==> src/rtl/fde_core_param.sv <==
`default_nettype none
// ============================================================================
// Module  : fde_core_param
// Brief   : Multi-cycle fetch/decode/execute core with register file, flags,
//           fetch handshake with wait states, branches and write-back port.
// Revision: 1.0 - initial release
// ============================================================================
module fde_core_param #(
  parameter int  DATA_W = 8,
  parameter int  PC_W   = 12,
  parameter int  REG_AW = 4,
  localparam int INST_W = 4 + 3 * REG_AW
) (
  input  logic              i_clk,
  input  logic              i_reset,
  input  logic              i_run,
  output logic              o_imem_req,
  output logic [PC_W-1:0]   o_imem_addr,
  input  logic              i_imem_valid,
  input  logic [INST_W-1:0] i_imem_data,
  output logic [PC_W-1:0]   o_pc,
  output logic [2:0]        o_state,
  output logic              o_halted,
  output logic              o_wb_en,
  output logic [REG_AW-1:0] o_wb_addr,
  output logic [DATA_W-1:0] o_wb_data,
  output logic              o_flag_z,
  output logic              o_flag_c
);

  localparam int NREG = 1 << REG_AW;

  localparam logic [2:0] S_IDLE   = 3'd0;
  localparam logic [2:0] S_FETCH  = 3'd1;
  localparam logic [2:0] S_DECODE = 3'd2;
  localparam logic [2:0] S_EXEC   = 3'd3;
  localparam logic [2:0] S_WB     = 3'd4;
  localparam logic [2:0] S_HALT   = 3'd5;

  localparam logic [3:0] OP_NOP  = 4'h0;
  localparam logic [3:0] OP_ADD  = 4'h1;
  localparam logic [3:0] OP_SUB  = 4'h2;
  localparam logic [3:0] OP_AND  = 4'h3;
  localparam logic [3:0] OP_OR   = 4'h4;
  localparam logic [3:0] OP_XOR  = 4'h5;
  localparam logic [3:0] OP_NOT  = 4'h6;
  localparam logic [3:0] OP_SHL  = 4'h7;
  localparam logic [3:0] OP_SHR  = 4'h8;
  localparam logic [3:0] OP_LDI  = 4'h9;
  localparam logic [3:0] OP_MOV  = 4'hA;
  localparam logic [3:0] OP_JMP  = 4'hB;
  localparam logic [3:0] OP_BZ   = 4'hC;
  localparam logic [3:0] OP_CMP  = 4'hD;
  localparam logic [3:0] OP_HALT = 4'hF;

  logic [2:0]        r_state;
  logic [PC_W-1:0]   r_pc;
  logic [PC_W-1:0]   r_next_pc;
  logic [INST_W-1:0] r_inst;
  logic [DATA_W-1:0] r_regs [NREG];
  logic [DATA_W-1:0] r_a;
  logic [DATA_W-1:0] r_b;
  logic              r_z;
  logic              r_c;
  logic              r_wb_en;
  logic [REG_AW-1:0] r_wb_addr;
  logic [DATA_W-1:0] r_wb_data;

  logic [3:0]        w_op;
  logic [REG_AW-1:0] w_rd;
  logic [REG_AW-1:0] w_rs1;
  logic [REG_AW-1:0] w_rs2;
  logic [DATA_W-1:0] w_imm;
  logic [PC_W-1:0]   w_target;
  logic [PC_W-1:0]   w_pc_inc;
  logic [DATA_W:0]   w_sum;
  logic [DATA_W:0]   w_diff;
  logic [DATA_W-1:0] w_result;
  logic              w_c;
  logic              w_z;
  logic              w_flag_upd;
  logic              w_write;
  logic [PC_W-1:0]   w_next_pc;

  assign w_op     = r_inst[INST_W-1 -: 4];
  assign w_rd     = r_inst[3*REG_AW-1 -: REG_AW];
  assign w_rs1    = r_inst[2*REG_AW-1 -: REG_AW];
  assign w_rs2    = r_inst[REG_AW-1:0];
  // Immediate and jump target are raw instruction fields resized to the datapath / pc.
  assign w_imm    = DATA_W'(r_inst[2*REG_AW-1:0]);
  assign w_target = PC_W'(r_inst[3*REG_AW-1:0]);
  assign w_pc_inc = r_pc + PC_W'(1);
  assign w_sum    = {1'b0, r_a} + {1'b0, r_b};
  assign w_diff   = {1'b0, r_a} - {1'b0, r_b};
  assign w_z      = (w_result == '0);

  always_comb begin
    w_result   = '0;
    w_c        = r_c;
    w_flag_upd = 1'b0;
    w_write    = 1'b0;
    w_next_pc  = w_pc_inc;
    case (w_op)
      OP_ADD: begin w_result = w_sum[DATA_W-1:0];  w_c = w_sum[DATA_W];  w_flag_upd = 1'b1; w_write = 1'b1; end
      OP_SUB: begin w_result = w_diff[DATA_W-1:0]; w_c = w_diff[DATA_W]; w_flag_upd = 1'b1; w_write = 1'b1; end
      OP_AND: begin w_result = r_a & r_b; w_c = 1'b0; w_flag_upd = 1'b1; w_write = 1'b1; end
      OP_OR:  begin w_result = r_a | r_b; w_c = 1'b0; w_flag_upd = 1'b1; w_write = 1'b1; end
      OP_XOR: begin w_result = r_a ^ r_b; w_c = 1'b0; w_flag_upd = 1'b1; w_write = 1'b1; end
      OP_NOT: begin w_result = ~r_a;      w_c = 1'b0; w_flag_upd = 1'b1; w_write = 1'b1; end
      OP_SHL: begin w_result = {r_a[DATA_W-2:0], 1'b0}; w_c = r_a[DATA_W-1]; w_flag_upd = 1'b1; w_write = 1'b1; end
      OP_SHR: begin w_result = {1'b0, r_a[DATA_W-1:1]}; w_c = r_a[0];        w_flag_upd = 1'b1; w_write = 1'b1; end
      OP_LDI: begin w_result = w_imm; w_write = 1'b1; end
      OP_MOV: begin w_result = r_a;   w_write = 1'b1; end
      OP_JMP: w_next_pc = w_target;
      OP_BZ:  if (r_z) w_next_pc = w_target;
      // Compare keeps the difference only long enough to derive the flags.
      OP_CMP: begin w_result = w_diff[DATA_W-1:0]; w_c = w_diff[DATA_W]; w_flag_upd = 1'b1; end
      default: ;
    endcase
  end

  always_ff @(posedge i_clk or negedge i_reset) begin
    if (!i_reset) begin
      r_state   <= S_IDLE;
      r_pc      <= '0;
      r_next_pc <= '0;
      r_inst    <= '0;
      r_a       <= '0;
      r_b       <= '0;
      r_z       <= 1'b0;
      r_c       <= 1'b0;
      r_wb_en   <= 1'b0;
      r_wb_addr <= '0;
      r_wb_data <= '0;
      for (int i = 0; i < NREG; i++) r_regs[i] <= '0;
    end else begin
      case (r_state)
        S_IDLE: if (i_run) r_state <= S_FETCH;
        S_FETCH: begin
          if (i_imem_valid) begin
            r_inst  <= i_imem_data;
            r_state <= S_DECODE;
          end
        end
        S_DECODE: begin
          r_a     <= r_regs[w_rs1];
          r_b     <= r_regs[w_rs2];
          r_state <= S_EXEC;
        end
        S_EXEC: begin
          if (w_flag_upd) begin
            r_z <= w_z;
            r_c <= w_c;
          end
          r_next_pc <= w_next_pc;
          r_wb_en   <= w_write;
          // Observation port keeps its last value across non-writing instructions.
          if (w_write) begin
            r_wb_addr <= w_rd;
            r_wb_data <= w_result;
          end
          r_state <= (w_op == OP_HALT) ? S_HALT : S_WB;
        end
        S_WB: begin
          if (r_wb_en) r_regs[r_wb_addr] <= r_wb_data;
          r_wb_en <= 1'b0;
          r_pc    <= r_next_pc;
          r_state <= i_run ? S_FETCH : S_IDLE;
        end
        S_HALT: r_state <= S_HALT;
        default: r_state <= S_IDLE;
      endcase
    end
  end

  assign o_imem_req  = (r_state == S_FETCH);
  assign o_imem_addr = r_pc;
  assign o_pc        = r_pc;
  assign o_state     = r_state;
  assign o_halted    = (r_state == S_HALT);
  assign o_wb_en     = r_wb_en;
  assign o_wb_addr   = r_wb_addr;
  assign o_wb_data   = r_wb_data;
  assign o_flag_z    = r_z;
  assign o_flag_c    = r_c;

endmodule
`default_nettype wire

==> config.mk <==
export PLATFORM = sky130hd
export DESIGN_NAME = fde_core_param
export DESIGN_NICKNAME = d
export VERILOG_FILES = /design/src/rtl/fde_core_param.sv
export SDC_FILE = /design/constraint.sdc
export NUM_CORES = 1
export LEC_CHECK = 0
export ABC_AREA = 1
export CAP_MARGIN = 15
export CORE_MARGIN = 5
export CORE_UTILIZATION = 59
export CTS_CLUSTER_DIAMETER = 100
export CTS_CLUSTER_SIZE = 10
export DETAILED_ROUTE_END_ITERATION = 16
export MAX_ROUTING_LAYER = met4
export PLACE_DENSITY = 0.89
export SYNTH_ARGS = -nofsm -noshare
export SYNTH_HDL_FRONTEND = slang
export SYNTH_SLANG_ARGS = --single-unit
==> constraint.sdc <==
create_clock -name i_clk -period 6.2 [get_ports i_clk]
set_clock_uncertainty 0.15 [all_clocks]
set_input_delay 1.55 -clock i_clk [delete_from_list [all_inputs] [get_ports i_clk]]
set_output_delay 1.55 -clock i_clk [all_outputs]
set_load 0.01 [all_outputs]
# == After elaboration in Yosys (flattened, before gate mapping) ==
# Cells that the tools add are included.
# word_totals
ff_bits,202
in_bits,20
output_inout_bits,44
# classes
addsub,3
order_cmp,4
eq_ne,21
muxes,21
bitwise,7
n_reduce_logical,15
# ops
operator,count
$bwmux W128,1
$pmux W8 S10,1
$bmux W8 S4,2
$mux W8,5
$demux W8 S4,1
$eq A4 B4 Y1 const B,7
$pmux W12 S2,1
$pmux W3 S6,1
$eq A4 B3 Y1 const B,4
$ge A5 B5 Y1 const B,3
$not A4 Y5,3
$add A12 B1 Y12 const B,1
$mux W12,1
$reduce_and A2 Y1,5
$reduce_or A10 Y1,1
$add A8 B8 Y9,1
$reduce_or A9 Y1,1
$sub A8 B8 Y9,1
$and A8 B8 Y8,1
$eq A4 B2 Y1 const B,2
$logic_not A8 Y1,1
$not A8 Y8,1
$or A8 B8 Y8,1
$xor A8 B8 Y8,1
18 further kinds,24

# == Logic depth before layout (Yosys ltp) ==
# Gate-level depths: netlist (run 1).
# depth
depth_word,6
depth_mapped,15
mapped_depth_nobuf,15

# == Worst setup path after synthesis (run 1) ==
# Ideal clock, no wire load.
# synth_timing
path_kind,register to output
from,"reg r_state[1], in the netlist o_state[1]"
to,out o_imem_req
t_arrival_ps,897
path_slack_ps,3603
stages_incl_launch_ff,5
path_buffers,1
cell_sequence,dfrtp_1 -> buf_6 -> nor2_1 -> inv_1 -> nor2_1
# synth_between
elab_chain_cells,1
# synth_lines
item,line_no,rtl
"start, declared",56,logic [2:0] r_state;
"start signal, assigned",162,r_state <= (w_op == OP_HALT) ? S_HALT : S_WB;
"start signal, assigned",168,r_state <= i_run ? S_FETCH : S_IDLE;
$eq A3 B1 Y1,176,assign o_imem_req = (r_state == S_FETCH);
"end, declared",17,"output logic o_imem_req,"
# Every way passes these cells.

# == Worst setup path after layout (run 1) ==
# layout_timing
from,"reg r_state[1], in the netlist o_state[1]"
to,out o_halted
# layout_between
elab_chain_cells,1
# layout_lines
item,line_no,rtl
$eq A3 B3 Y1,180,assign o_halted = (r_state == S_HALT);
"end, declared",23,"output logic o_halted,"
# Every way passes these cells.

==> out/qor.txt, run 1 <==
Worst-path clk slew -> 50 ps
sequential element share of the synthesized area -> 42.9%
Power, Total -> 0.00671 W
RSZ-0062 raised after global routing -> false
register area -> 5060 um2
clock root cell -> clkbuf_16
Slew @ Worst Pin -> 1200 ps
critical path peak fanout -> 10
pwr dens -> 519 nW/um2
DRT Pass-1 Iters -> 8
crit path time final -> 3650 ps
Worst path most repeated cell -> nor2_1
status -> completed
number of synthesized flops with an enable pin -> 0
Syn Inst Count -> 1,572
ANT cells -> 0
post-detail-place hpwl -> 24,200 um
Sw Pwr -> 0.00322 W
synth warn -> 0
Startpoint Class -> flop
final worst slack -> 2550 ps
Leak -> 5.79 nW
first-pass GRT wire length -> 57,400 um
Initial DRC Count -> 1,859
routed via count -> 11,500
async set-reset flop share out of synthesis -> 100%
crit end category -> primary output
vias per cell -> 6.32
GRT Util Overall -> 32.4%
Post-Syn Area -> 11,800 um2
drc violations -> 0
Distinct cells, synth -> 44
Sink Count -> 202
fin cells -> 1,824
Comb power frac -> 49.5%
die area -> 22,900 um2
dpl ws -> 2820 ps
clk buf depth -> 3
post-DR wirelength/cell -> 19.9 um
post-route ant nets -> 0
Setup Crit Path Kind -> flop to primary output
largest net degree at the start of global routing -> 93
syn_area_per_cell -> 7.49 um2
CP max stage cell -> clkdlybuf4s50_1
CP Data Arrival Time -> 1950 ps
Area Overhead vs Synth -> 9.77%
Flop pwr share -> 32.3%
max frequency -> 274 MHz
CP max stage delay -> 550 ps
CORE AREA -> 19,600 um2
Req. time, crit path -> 4500 ps
Max Slew Vio Count -> 0
H-tree depth -> 1
fin crit share -> 58.9%
hold_buf cts -> 0
final count of hold timing violations -> 0
Port Buffers -> 63
r2r setup slk -> 2860 ps
hold crit path type -> flop to flop
total wire length -> 36,200 um
switch share -> 48.0%
Filler cells -> 1,656
IO Pins -> 64
placed insts -> 1,795
initial core utilization -> 60.1%
endpoints failing setup -> 0
clock network power share -> 18.2%
gp weighted congestion -> 0.995
multi-input logic area -> 5790 um2
Die X -> 151 um
worst ir drop on vdd -> 282 uV
die height -> 151 um
worst path cell trace -> nor2_1, inv_1, nor2_1, clkdlybuf4s50_1
post-CTS setup buffer count -> 0
final net count -> 1,605
gr ovfl total -> 0
Skew-Pair Late Insertion Delay -> 510 ps
via count of the first global-routing pass -> 10,700
Mapped Nets -> 1,620
Worst slew margin -> 19.8%
Post-Route Utilization -> 66.0%
fraction of layout cells with a size suffix above 1 -> 4.55%
setup_tns -> 0 ps
initial antenna violation count -> 0
FP Rows -> 51
CTS resizes -> 0
TritonCTS clock tree -> done
max-capacitance violation count -> 0
Post-synth top flop -> dfrtp_1
Synth Register Bits -> 202
P_int -> 0.00349 W
cts bufs inserted -> 24
-- cell usage in the layout, fill, tap and decap left out, drive strengths merged, types with 15 or more instances in the layout --
cell type      Yosys  final
nand2            258    258
o21ai            235    235
nand3             69     69
nor2             292    292
o211ai            15     15
dfrtp            202    202
a21oi            152    152
inv              105    104
o221ai            34     34
clkdlybuf4s50      0     62
ha                26     26
nand4             15     15
clkbuf            77     28
-- power groups by stage --
stage	clock network (W)	registers, W	logic (W)
after global placement	0	0.00214	0.00312
after floorplan	0	0.00191	0.00237
final	0.00122	0.00217	0.00332
after CTS	0.00123	0.00213	0.00322
after detailed placement	0	0.00215	0.00320
after global routing	0.00129	0.00220	0.00364
-- per-stage QoR --
step                      hold slack (ps)  instance area [um2]
after floorplan                       299                11800
after global placement                310                12300
after detailed placement              324                12300
after CTS                             339                12900
after global routing                  361                12900
final                                 332                12900
-- synth_stat cells, types with 15 or more instances --
cell / count / area (um2)
ha_1: 26 / 325
nand3_1: 68 / 340
clkbuf_1: 76 / 285
o221ai_1: 34 / 298
nand2_1: 258 / 968
o21ai_0: 231 / 1160
a21oi_1: 143 / 716
nand4_1: 15 / 93.8
inv_1: 101 / 379
nor2_1: 285 / 1070
dfrtp_1: 202 / 5050
o211ai_1: 15 / 113
-- registers in the layout, summed over array words and instances (netlist names) --
signal,cells
o_flag_c,1
o_flag_z,1
o_imem_addr,12
o_state,3
o_wb_addr,4
o_wb_data,8
o_wb_en,1
r_a,8
r_b,8
r_inst,16
r_next_pc,12
r_regs,128
-- worst max-delay path, delay by kind of cell (launching register included) --
kind                   cells  cell delay, ps
buffers and inverters      2             640
flip-flops                 1             530
AND/OR/NAND/NOR            2             280
-- logic make-up after synthesis --
group,after synthesis,share of synthesized area (%)
and+or+nand+nor,651,23.5
AOI/OAI and AO/OA,468,22.1
buffers and inverters,218,7.95
DFF,202,42.9
adders and majority gates,28,3.10
muxes,3,0.287
xor gates and xnor gates,2,0.149
-- area by class of cell --
type | instances | area share [%]
Tap cell | 265 | 2.56
Clock inverter | 1 | 0.0677
Timing Repair Buffer | 71 | 5.52
Clock buffer | 27 | 4.90
Multi-Input combinational cell | 1152 | 44.8
Inverter | 106 | 3.08
Sequential cell | 202 | 39.1
-- metal layers --
| metal | GRT usage [%] | vias up | wire [um] |
|---|---|---|---|
| met3 | 5.60 | 156 | 4270 |
| met2 | 49.0 | 784 | 16000 |
| li1 | - | 5232 | - |
| met1 | 43.9 | 5354 | 14200 |
| met5 | - | - | 0 |
| met4 | 12.5 | 0 | 1790 |
-- final timing paths --
check	endpoint	cells past startpoint	from
worst max-delay path	o_halted	4	o_state[1]$_DFFE_PN0P_
worst min-delay path	o_imem_addr[9]$_DFFE_PN0N_	2	r_next_pc[9]$_DFFE_PN0P_
worst max register to register	r_b[7]$_DFFE_PN0P_	9	r_inst[0]$_DFFE_PN0P_
worst min register to register	o_imem_addr[9]$_DFFE_PN0N_	2	r_next_pc[9]$_DFFE_PN0P_
max in group asynchronous	r_regs[118]$_DFFE_PN0P_	2	i_reset
min in group asynchronous	r_regs[72]$_DFFE_PN0P_	1	i_reset
(Power assumes the default switching activity.)
==> run 2, diff against run 1 <==
- CORE_UTILIZATION: 59 -> 55
- PLACE_DENSITY: 0.89 -> 0.87
- clock period: 6.2 -> 3.2 ns (I/O delays scaled with it)
==> run 2 against run 1 <==
Against the previous run:
- clock power up 97%
- largest cell class unchanged
- sequential power up 80%
- register-to-register slack worse by 2300 ps
- final cell count up 2.1%
- largest power group unchanged
- non-clock buffer count up 29
- critical path type unchanged
- utilization down 3.5 points
- highest routed layer unchanged
- cell area up 1.9%
==> out/qor.txt, run 2 (synthesized netlist as in run 1, its figures left out) <==
CP max stage cell -> clkdlybuf4s50_1
Max Slew Vio Count -> 0
IO Pins -> 64
commonest non-fill, non-tap cell in the layout -> nor2_1
RSZ-0062 raised after global routing -> false
die area -> 24,400 um2
H-tree depth -> 1
Worst slew margin -> 47.9%
worst r2r dst -> r_regs[92]$_DFFE_PN0P_
initial core utilization -> 55.9%
Worst-path clk slew -> 60 ps
worst r2r src -> o_state[1]$_DFFE_PN0P_
Leak -> 5.93 nW
worst path cell trace -> nor2_1, inv_1, nor2_1, clkdlybuf4s50_1
vias per cell -> 6.27
Req. time, crit path -> 2250 ps
post-route ant nets -> 0
pwr dens -> 1000 nW/um2
ANT cells -> 0
Hold Slack -> 75.3 ps
r2r setup slk -> 580 ps
max reg flops -> 128
fin crit share -> 92.2%
Crit. Startpoint -> o_state[1]$_DFFE_PN0P_
fraction of layout cells with a size suffix above 1 -> 6.30%
CP Data Arrival Time -> 2000 ps
CTS resizes -> 0
first-pass GRT wire length -> 59,300 um
max frequency -> 339 MHz
Filler cells -> 1,821
most frequent cells in the layout -> nor2_1 (285), nand2_1 (258), o21ai_0 (231)
gp weighted congestion -> 0.995
status -> completed
Flop pwr share -> 29.6%
GR peak layer -> met2
placed insts -> 1,835
met3 Usage GRT -> 6.91%
endpoints failing setup -> 0
max-capacitance violation count -> 0
hold crit path type -> input pin to asynchronous set/reset pin
register area -> 5060 um2
Startpoint Class -> flop
fin cells -> 1,863
routed via count -> 11,700
DRT Pass-1 Iters -> 6
Setup Crit Path Kind -> flop to primary output
post-CTS setup buffer count -> 0
FP Rows -> 53
Sink Count -> 202
die height -> 156 um
Area Overhead vs Synth -> 11.8%
crit end category -> primary output
GRT Util Overall -> 31.0%
Port Buffers -> 63
Skew-Pair Late Insertion Delay -> 540 ps
Slew @ Worst Pin -> 780 ps
clock root cell -> clkbuf_16
setup_tns -> 0 ps
critical path peak fanout -> 10
GR Util met2 -> 47.9%
total wire length -> 37,500 um
DP Area -> 12,500 um2
clock network power share -> 18.2%
Sw Pwr -> 0.00639 W
Top reg by flops -> r_regs
delay-heaviest family, CP -> buffers and inverters
largest net degree at the start of global routing -> 65
Comb power frac -> 52.2%
drc violations -> 0
Die X -> 156 um
post-DR wirelength/cell -> 20.1 um
TritonCTS clock tree -> done
switch share -> 48.3%
final net count -> 1,634
CORE AREA -> 21,100 um2
crit path time final -> 2950 ps
worst reg2reg path depth -> 9
post-route cell area -> 13,200 um2
initial antenna violation count -> 0
multi-input logic area -> 5790 um2
P_int -> 0.00683 W
gr ovfl total -> 0
clk buf depth -> 3
met1 usage -> 39.7%
final count of hold timing violations -> 0
worst ir drop on vdd -> 497 uV
Initial DRC Count -> 1,596
cts bufs inserted -> 24
Worst path most repeated cell -> nor2_1
post-detail-place hpwl -> 24,600 um
biggest regs -> r_regs x128, r_inst x16
via count of the first global-routing pass -> 11,200
buffer and inverter count on the worst path -> 2
hold_buf cts -> 0
CP max stage delay -> 560 ps
Power, Total -> 0.0132 W
run 2: cell count changes in the layout (fill, tap and decap cells not counted):
cell       before  now
buf_4           7   35
clkbuf_16      25   24
clkinv_16       0    1
buf_16          1    0
buf_12          0    2
run 2: metrics by stage:
stage          utilization (%)  worst slack [ps]
6_report                  62.5               251
5_1_grt                   62.5               182
4_1_cts                   62.5               248
3_5_place_dp              59.4               648
3_3_place_gp              59.4               750
2_1_floorplan                -              1110
run 2: layer usage:
layer / vias to the layer above / part of all wire [%]
met5: - / 0
met4: 0 / 5.2
met3: 190 / 12
met2: 789 / 45
met1: 5418 / 38
li1: 5292 / -
run 2: worst max path at each step:
stage,slack (ps),to,cells after the start
detailed placement,650,r_regs[92]$_DFFE_PN0P_,9
global route,180,o_halted,4
floorplan,1110,o_flag_z$_DFFE_PN0P_,13
CTS,250,o_halted,4
global placement,750,r_regs[94]$_DFFE_PN0P_,8
finish,250,o_halted,4
run 2: cell type report:
| type | instances | share of cell area, % |
|---|---|---|
| flip-flops and latches | 202 | 38.4 |
| inverters | 106 | 3.02 |
| well taps | 275 | 2.61 |
| repair buffers | 100 | 7.11 |
| multi-input cells | 1152 | 43.9 |
| clock buffers | 26 | 4.62 |
| clock inverters | 2 | 0.294 |
run 2: power by group through the flow:
| stage | registers, W | logic [W] | clock network (W) |
|---|---|---|---|
| 4_1_cts | 0.00388 | 0.00671 | 0.00242 |
| 6_report | 0.00391 | 0.00690 | 0.00240 |
| 2_1_floorplan | 0.00371 | 0.00459 | 0 |
| 3_3_place_gp | 0.00388 | 0.00653 | 0 |
| 5_1_grt | 0.00398 | 0.00753 | 0.00253 |
| 3_5_place_dp | 0.00392 | 0.00667 | 0 |
run 2: worst reg2reg max path: cells and delay by family, from the launching register on:
| family | cells | cell delay (ps) |
|---|---|---|
| simple gates | 5 | 1340 |
| flops | 1 | 520 |
| buf+inv | 3 | 390 |
| compound gates | 1 | 160 |
==> edit 1, RTL diff (flow settings as in run 1) <==
Reset style: synchronous (`i_reset`), changed in one clocked block.
--- a/src/rtl/fde_core_param.sv
+++ b/src/rtl/fde_core_param.sv
@@ -119,7 +119,7 @@
     endcase
   end
 
-  always_ff @(posedge i_clk or negedge i_reset) begin
+  always_ff @(posedge i_clk) begin
     if (!i_reset) begin
       r_state   <= S_IDLE;
       r_pc      <= '0;
Formal check against the unedited RTL: differs if i_reset is asserted again (counterexample within 4 cycles, from zero or initial values and one cycle with i_reset low); with i_reset held inactive, the same outputs for 4 cycles.
==> edit 1 against run 1 <==
- cell area shrank 0.87%
- area after synthesis shrank 2.1%
- setup slack gained 0.10 ns
- core utilization grew 0.29 points
- sequential cell count is the same
- wire length shrank 2.1%
- highest routed layer unchanged
- non-clock buffer count shrank 1
Power is not compared: it rests on default switching activity, and its combinational part moved more than twofold at a synthesized area within 25%.
==> edit 1: results (changes against run 1) <==
[logic_synthesis]
async_reset_ff_share_pct = 0  ; -100 points
synth_common_cells = nor2_1, o21ai_0, nand2_1, inv_1, a21oi_1
synth.area.top_cells = edfxtp_1, dfxtp_1, o21ai_0
yosysUniqueCellTypes = 40  ; -9.1%
synth_edf_count = 128  ; +128
yosysSeqAreaShare_pct = 46.15  ; +3.2 points
syn_nets = 1546  ; -4.6%

[place]
dpl.hpwl_microns = 23970  ; -1.1%
gp_congestion = 0.9827  ; -1.3%
placed_area_sq_um = 12110  ; -1.2%

[layout]
layout-drive-gt1-share_pct = 4.497  ; -0.057 points
n_antenna_cell = 0  ; unchanged
n_fill_cell = 1589  ; -4.0%
area_growth_pct = 11.10

[clock_tree]
post_cts_buffers = 0  ; unchanged
cts_buffer_depth = 3  ; unchanged
cts_resized = 0  ; unchanged
clockRootBuffer = clkbuf_16
cts-htree-levels = 1  ; unchanged

[worst_setup_path]
worstReg2RegEnd = o_wb_addr[1]$_SDFFE_PN0P_
reg2regPathDepth = 7  ; -2
r2r_slack_ns = 3.18  ; +0.32 ns
worstPathMaxFanout = 5  ; -5
cp.arrival_ns = 1.85  ; -0.10 ns
startpoint = o_state[0]$_SDFFE_PN0P_
cp-endpoint = o_imem_req

[global_routing]
antenna_found_initial = 0  ; unchanged
grt_usage_pct = 32.54  ; +0.14 points
grt_pass1_wl_microns = 55430  ; -3.4%
grt_pass1_vias = 10240  ; -4.1%
grt_start_max_net_pins = 89  ; -4.3%

[route]
avgViaCountPerCell = 6.199  ; -1.9%
drt_iter0_markers = 1614  ; -13%
dr.pass1.iters = 7  ; -1
drt-wirelength-per-cell_microns = 19.97  ; +0.51%

[worst_hold_path]
hp-start = r_next_pc[9]$_SDFFE_PN0P_
hp-class = reg2reg

[power]
p_int_uw = 2524

[timing]
maxSlewHeadroom_pct = 29.66  ; +9.9 points

[run_status]
outcome = complete, no violations

edit 1: cell count changes after synthesis, moves of 16 or more:
| cell | delta |
|---|---|
| nor2_1 | -34 |
| a211oi_1 | +18 |
| edfxtp_1 | +128 |
| inv_1 | +55 |
| o221ai_1 | -34 |
| nand2_1 | -58 |
| dfrtp_1 | -202 |
| nand2_2 | +16 |
| dfxtp_1 | +74 |
edit 1: worst min-delay path by stage:
stage	end	slack [ns]	cells after the start
3_3_place_gp	o_imem_addr[0]$_SDFFE_PN0N_	0.29	2
6_report	o_imem_addr[9]$_SDFFE_PN0N_	0.31	2
3_5_place_dp	o_imem_addr[0]$_SDFFE_PN0N_	0.29	2
4_1_cts	o_imem_addr[0]$_SDFFE_PN0N_	0.30	2
2_1_floorplan	o_imem_addr[9]$_SDFFE_PN0N_	0.28	2
5_1_grt	o_imem_addr[3]$_SDFFE_PN0N_	0.32	2
edit 1: critical path: stages (launching register included):
cell             delay, ns
dfxtp_1               0.39
inv_1                 0.14
nor2_1                0.11
nand2_1               0.09
inv_1                 0.08
clkdlybuf4s50_1       0.53
edit 1: final cells by class:
type	instances	area share, %
clock buffers	40	5.319
clock inverters	1	0.06832
inverters	163	4.773
multi-input cells	1036	40.35
flip-flops and latches	202	41.56
well taps	265	2.586
repair buffers	70	5.348
edit 1: power by group through the flow:
| stage | Clock, uW | Combinational [uW] | Sequential [uW] |
|---|---|---|---|
| floorplan | 0 | 636 | 1570 |
| global placement | 0 | 844 | 1620 |
| detailed placement | 0 | 858 | 1620 |
| CTS | 1280 | 869 | 1600 |
| global route | 1340 | 986 | 1610 |
| finish | 1280 | 904 | 1600 |
edit 1: layer usage:
layer  global-route usage [%]  wire length [microns]  vias to the layer above
li1                         -                      -                     5049
met1                    40.50                  12960                     4978
met2                    49.76                  16020                      785
met3                    6.875                   4201                      203
met4                    17.84                   2309                        0
met5                        -                      0                        -
edit 1: kinds of logic after synthesis:
group           share of synthesized area (%)
compound gates                          21.04
flops                                   46.15
fa+ha+maj                               3.058
xor+xnor                               0.3795
simple gates                            20.35
buf+inv                                 9.022
edit 1: per-stage QoR:
step	setup WS, ns	power, uW	instances
after floorplan	3.231	2211	1499
after detailed placement	2.617	2483	1735
after CTS	2.633	3744	1776
after global placement	2.668	2467	1735
after global routing	2.561	3939	1777
final	2.652	3786	1777
==> edit 2, RTL diff (flow settings as in run 1) <==
Without the edit above. Set the parameter `REG_AW` to 2 (it was 4).
--- a/src/rtl/fde_core_param.sv
+++ b/src/rtl/fde_core_param.sv
@@ -8,7 +8,7 @@
 module fde_core_param #(
   parameter int  DATA_W = 8,
   parameter int  PC_W   = 12,
-  parameter int  REG_AW = 4,
+  parameter int  REG_AW = 2,
   localparam int INST_W = 4 + 3 * REG_AW
 ) (
   input  logic              i_clk,
Interface: changed (resized i_imem_data and o_wb_addr); port bits go from 64 to 56. No check against the original RTL was run, so the function may have changed too.
==> edit 2 against run 1 <==
- largest power group unchanged
- total power shrank 49%
- sequential cell count shrank 104
- critical path depth grew 1
- cell area shrank 48%
- sequential power shrank 46%
- area after synthesis shrank 50%
- critical endpoint is now o_imem_req
- wire length shrank 54%
- non-clock buffer count shrank 12
- critical path type unchanged
- combinational power shrank 45%
- final cell count shrank 47%
- setup slack gained 0.085 ns
==> edit 2: results (changes against run 1) <==
[logic_synthesis]
synth_mux_area_share_pct = 1.518  ; +1.2 points
yosysWarningCount = 0  ; unchanged
synth_common_cells = nand2_1, dfrtp_1, inv_1, nor2_1, o21ai_0
yosysUniqueCellTypes = 35  ; -20%
synth_xor_area_share_pct = 0.4428  ; +0.29 points
synth-adder-area-share_pct = 5.946  ; +2.8 points
synth_largest_area_cell = dfrtp_1
async_reset_ff_share_pct = 100.0  ; unchanged
synth_top_area_share_pct = 41.32  ; -1.6 points
yosysSeqAreaShare_pct = 41.32  ; -1.6 points
syn_nets = 847  ; -48%
synth.area.top_cells = dfrtp_1, nand2_1, o21ai_0
synth_compound_area_share_pct = 16.42  ; -5.7 points

[clock_tree]
clockRootBuffer = clkbuf_8
post_cts_buffers = 0  ; unchanged
cts_buffers = 9  ; -63%
cts-htree-levels = 3  ; +2
cts.clk_slew.worst_paths_ns = 0.10  ; +0.05 ns
cts_resized = 0  ; unchanged
cts_buffer_depth = 2  ; -1
worstSkewPairLatency_ns = 0.39  ; -0.12 ns

[layout]
n_fill_cell = 802  ; -52%
largest_register_ffs = 32  ; -75%
layout-drive-gt1-share_pct = 4.301  ; -0.25 points
nets = 873  ; -46%
n_antenna_cell = 0  ; unchanged
regMostFlops = r_regs

[route]
drt-wirelength-per-cell_microns = 17.05  ; -14%
routed.top_layer = met4
m1WireLength_microns = 6954  ; -51%
drt_iter0_markers = 675  ; -64%
dr.pass1.iters = 6  ; -2
dr_wl_met3_microns = 1406  ; -67%
avgViaCountPerCell = 5.896  ; -6.7%
met2_length_microns = 7801  ; -51%

[run_status]
outcome = complete, no violations

[power]
vdd_drop_max_mv = 0.3148  ; +12%
p_int_uw = 1725  ; -51%
leakage_uw = 0.003145  ; -46%

[worst_setup_path]
cp.arrival_ns = 1.86  ; -0.09 ns
worstPathMaxFanout = 4  ; -6

[worst_hold_path]
hp-class = reg2reg

[place]
port_buffers = 55  ; -13%
dp_slack_ns = 2.357  ; -0.4654 ns
gp_congestion = 1.035  ; +4.0%
dpl.hpwl_microns = 12040  ; -50%

[global_routing]
antenna_found_initial = 0  ; unchanged
grt_pass1_wl_microns = 26030  ; -55%
grt_start_max_net_pins = 70  ; -25%
grt_usage_pct = 28.60  ; -3.8 points
grt_pass1_vias = 5153  ; -52%

[timing]
maxSlewHeadroom_pct = 25.50  ; +5.7 points
finalSetupTns_ns = 0  ; unchanged

## edit 2: critical path, stage by stage, from the launching register on
cell and delay (ns):
dfrtp_1 0.41, inv_1 0.09, nor2_1 0.11, inv_1 0.08, nor2_1 0.20, clkdlybuf4s50_1 0.58
## edit 2: cells by family after synthesis
| family | Yosys count |
|---|---|
| simple gates | 355 |
| buf+inv | 140 |
| mux | 8 |
| xor+xnor | 3 |
| fa+ha+maj | 27 |
| flops | 98 |
| compound gates | 175 |
## edit 2: worst paths after layout
path / slack, ns / end / cells past startpoint / from
setup / recovery: 2.64 / o_imem_req / 5 / o_state[0]$_DFFE_PN0P_
hold / removal: 0.34 / o_flag_c$_DFFE_PN0P_ / 2 / o_flag_c$_DFFE_PN0P_
setup reg to reg: 3.03 / o_wb_data[6]$_DFFE_PN0P_ / 8 / o_state[2]$_DFFE_PN0P_
hold reg to reg: 0.34 / o_flag_c$_DFFE_PN0P_ / 2 / o_flag_c$_DFFE_PN0P_
max in group asynchronous: 3.75 / r_b[4]$_DFFE_PN0P_ / 2 / i_reset
min in group asynchronous: 0.93 / o_imem_addr[9]$_DFFE_PN0N_ / 1 / i_reset
## edit 2: stage by stage
| step | instance area, sq um | cells | total power [uW] |
|---|---|---|---|
| after floorplan | 5934 | 806 | 2341 |
| after global placement | 6450 | 952 | 2855 |
| after detailed placement | 6450 | 952 | 2951 |
| after CTS | 6646 | 968 | 3374 |
| after global routing | 6666 | 970 | 3696 |
| final | 6666 | 970 | 3428 |
## edit 2: layout make-up
cell class	instances	area (sq um)	share of cell area [%]
sequential	98	2452	36.79
clock buffer	12	145.1	2.177
multi-input combinational	568	2908	43.62
timing repair buffer	59	583.1	8.746
inverter	96	360.3	5.405
tap	133	166.4	2.496
clock inverter	4	51.30	0.7695
## edit 2: routing by layer
| layer | vias up | GRT usage, % |
|---|---|---|
| met5 | - | - |
| met4 | 0 | 8.883 |
| met3 | 40 | 4.193 |
| met2 | 298 | 42.98 |
| met1 | 2704 | 40.43 |
| li1 | 2677 | - |
## edit 2: power groups by stage
stage / sequential, uW / clock [uW] / combinational [uW]
global placement: 1150 / 0 / 1700
global route: 1200 / 458 / 2040
floorplan: 1030 / 0 / 1310
detailed placement: 1170 / 0 / 1780
CTS: 1160 / 423 / 1790
finish: 1170 / 423 / 1840
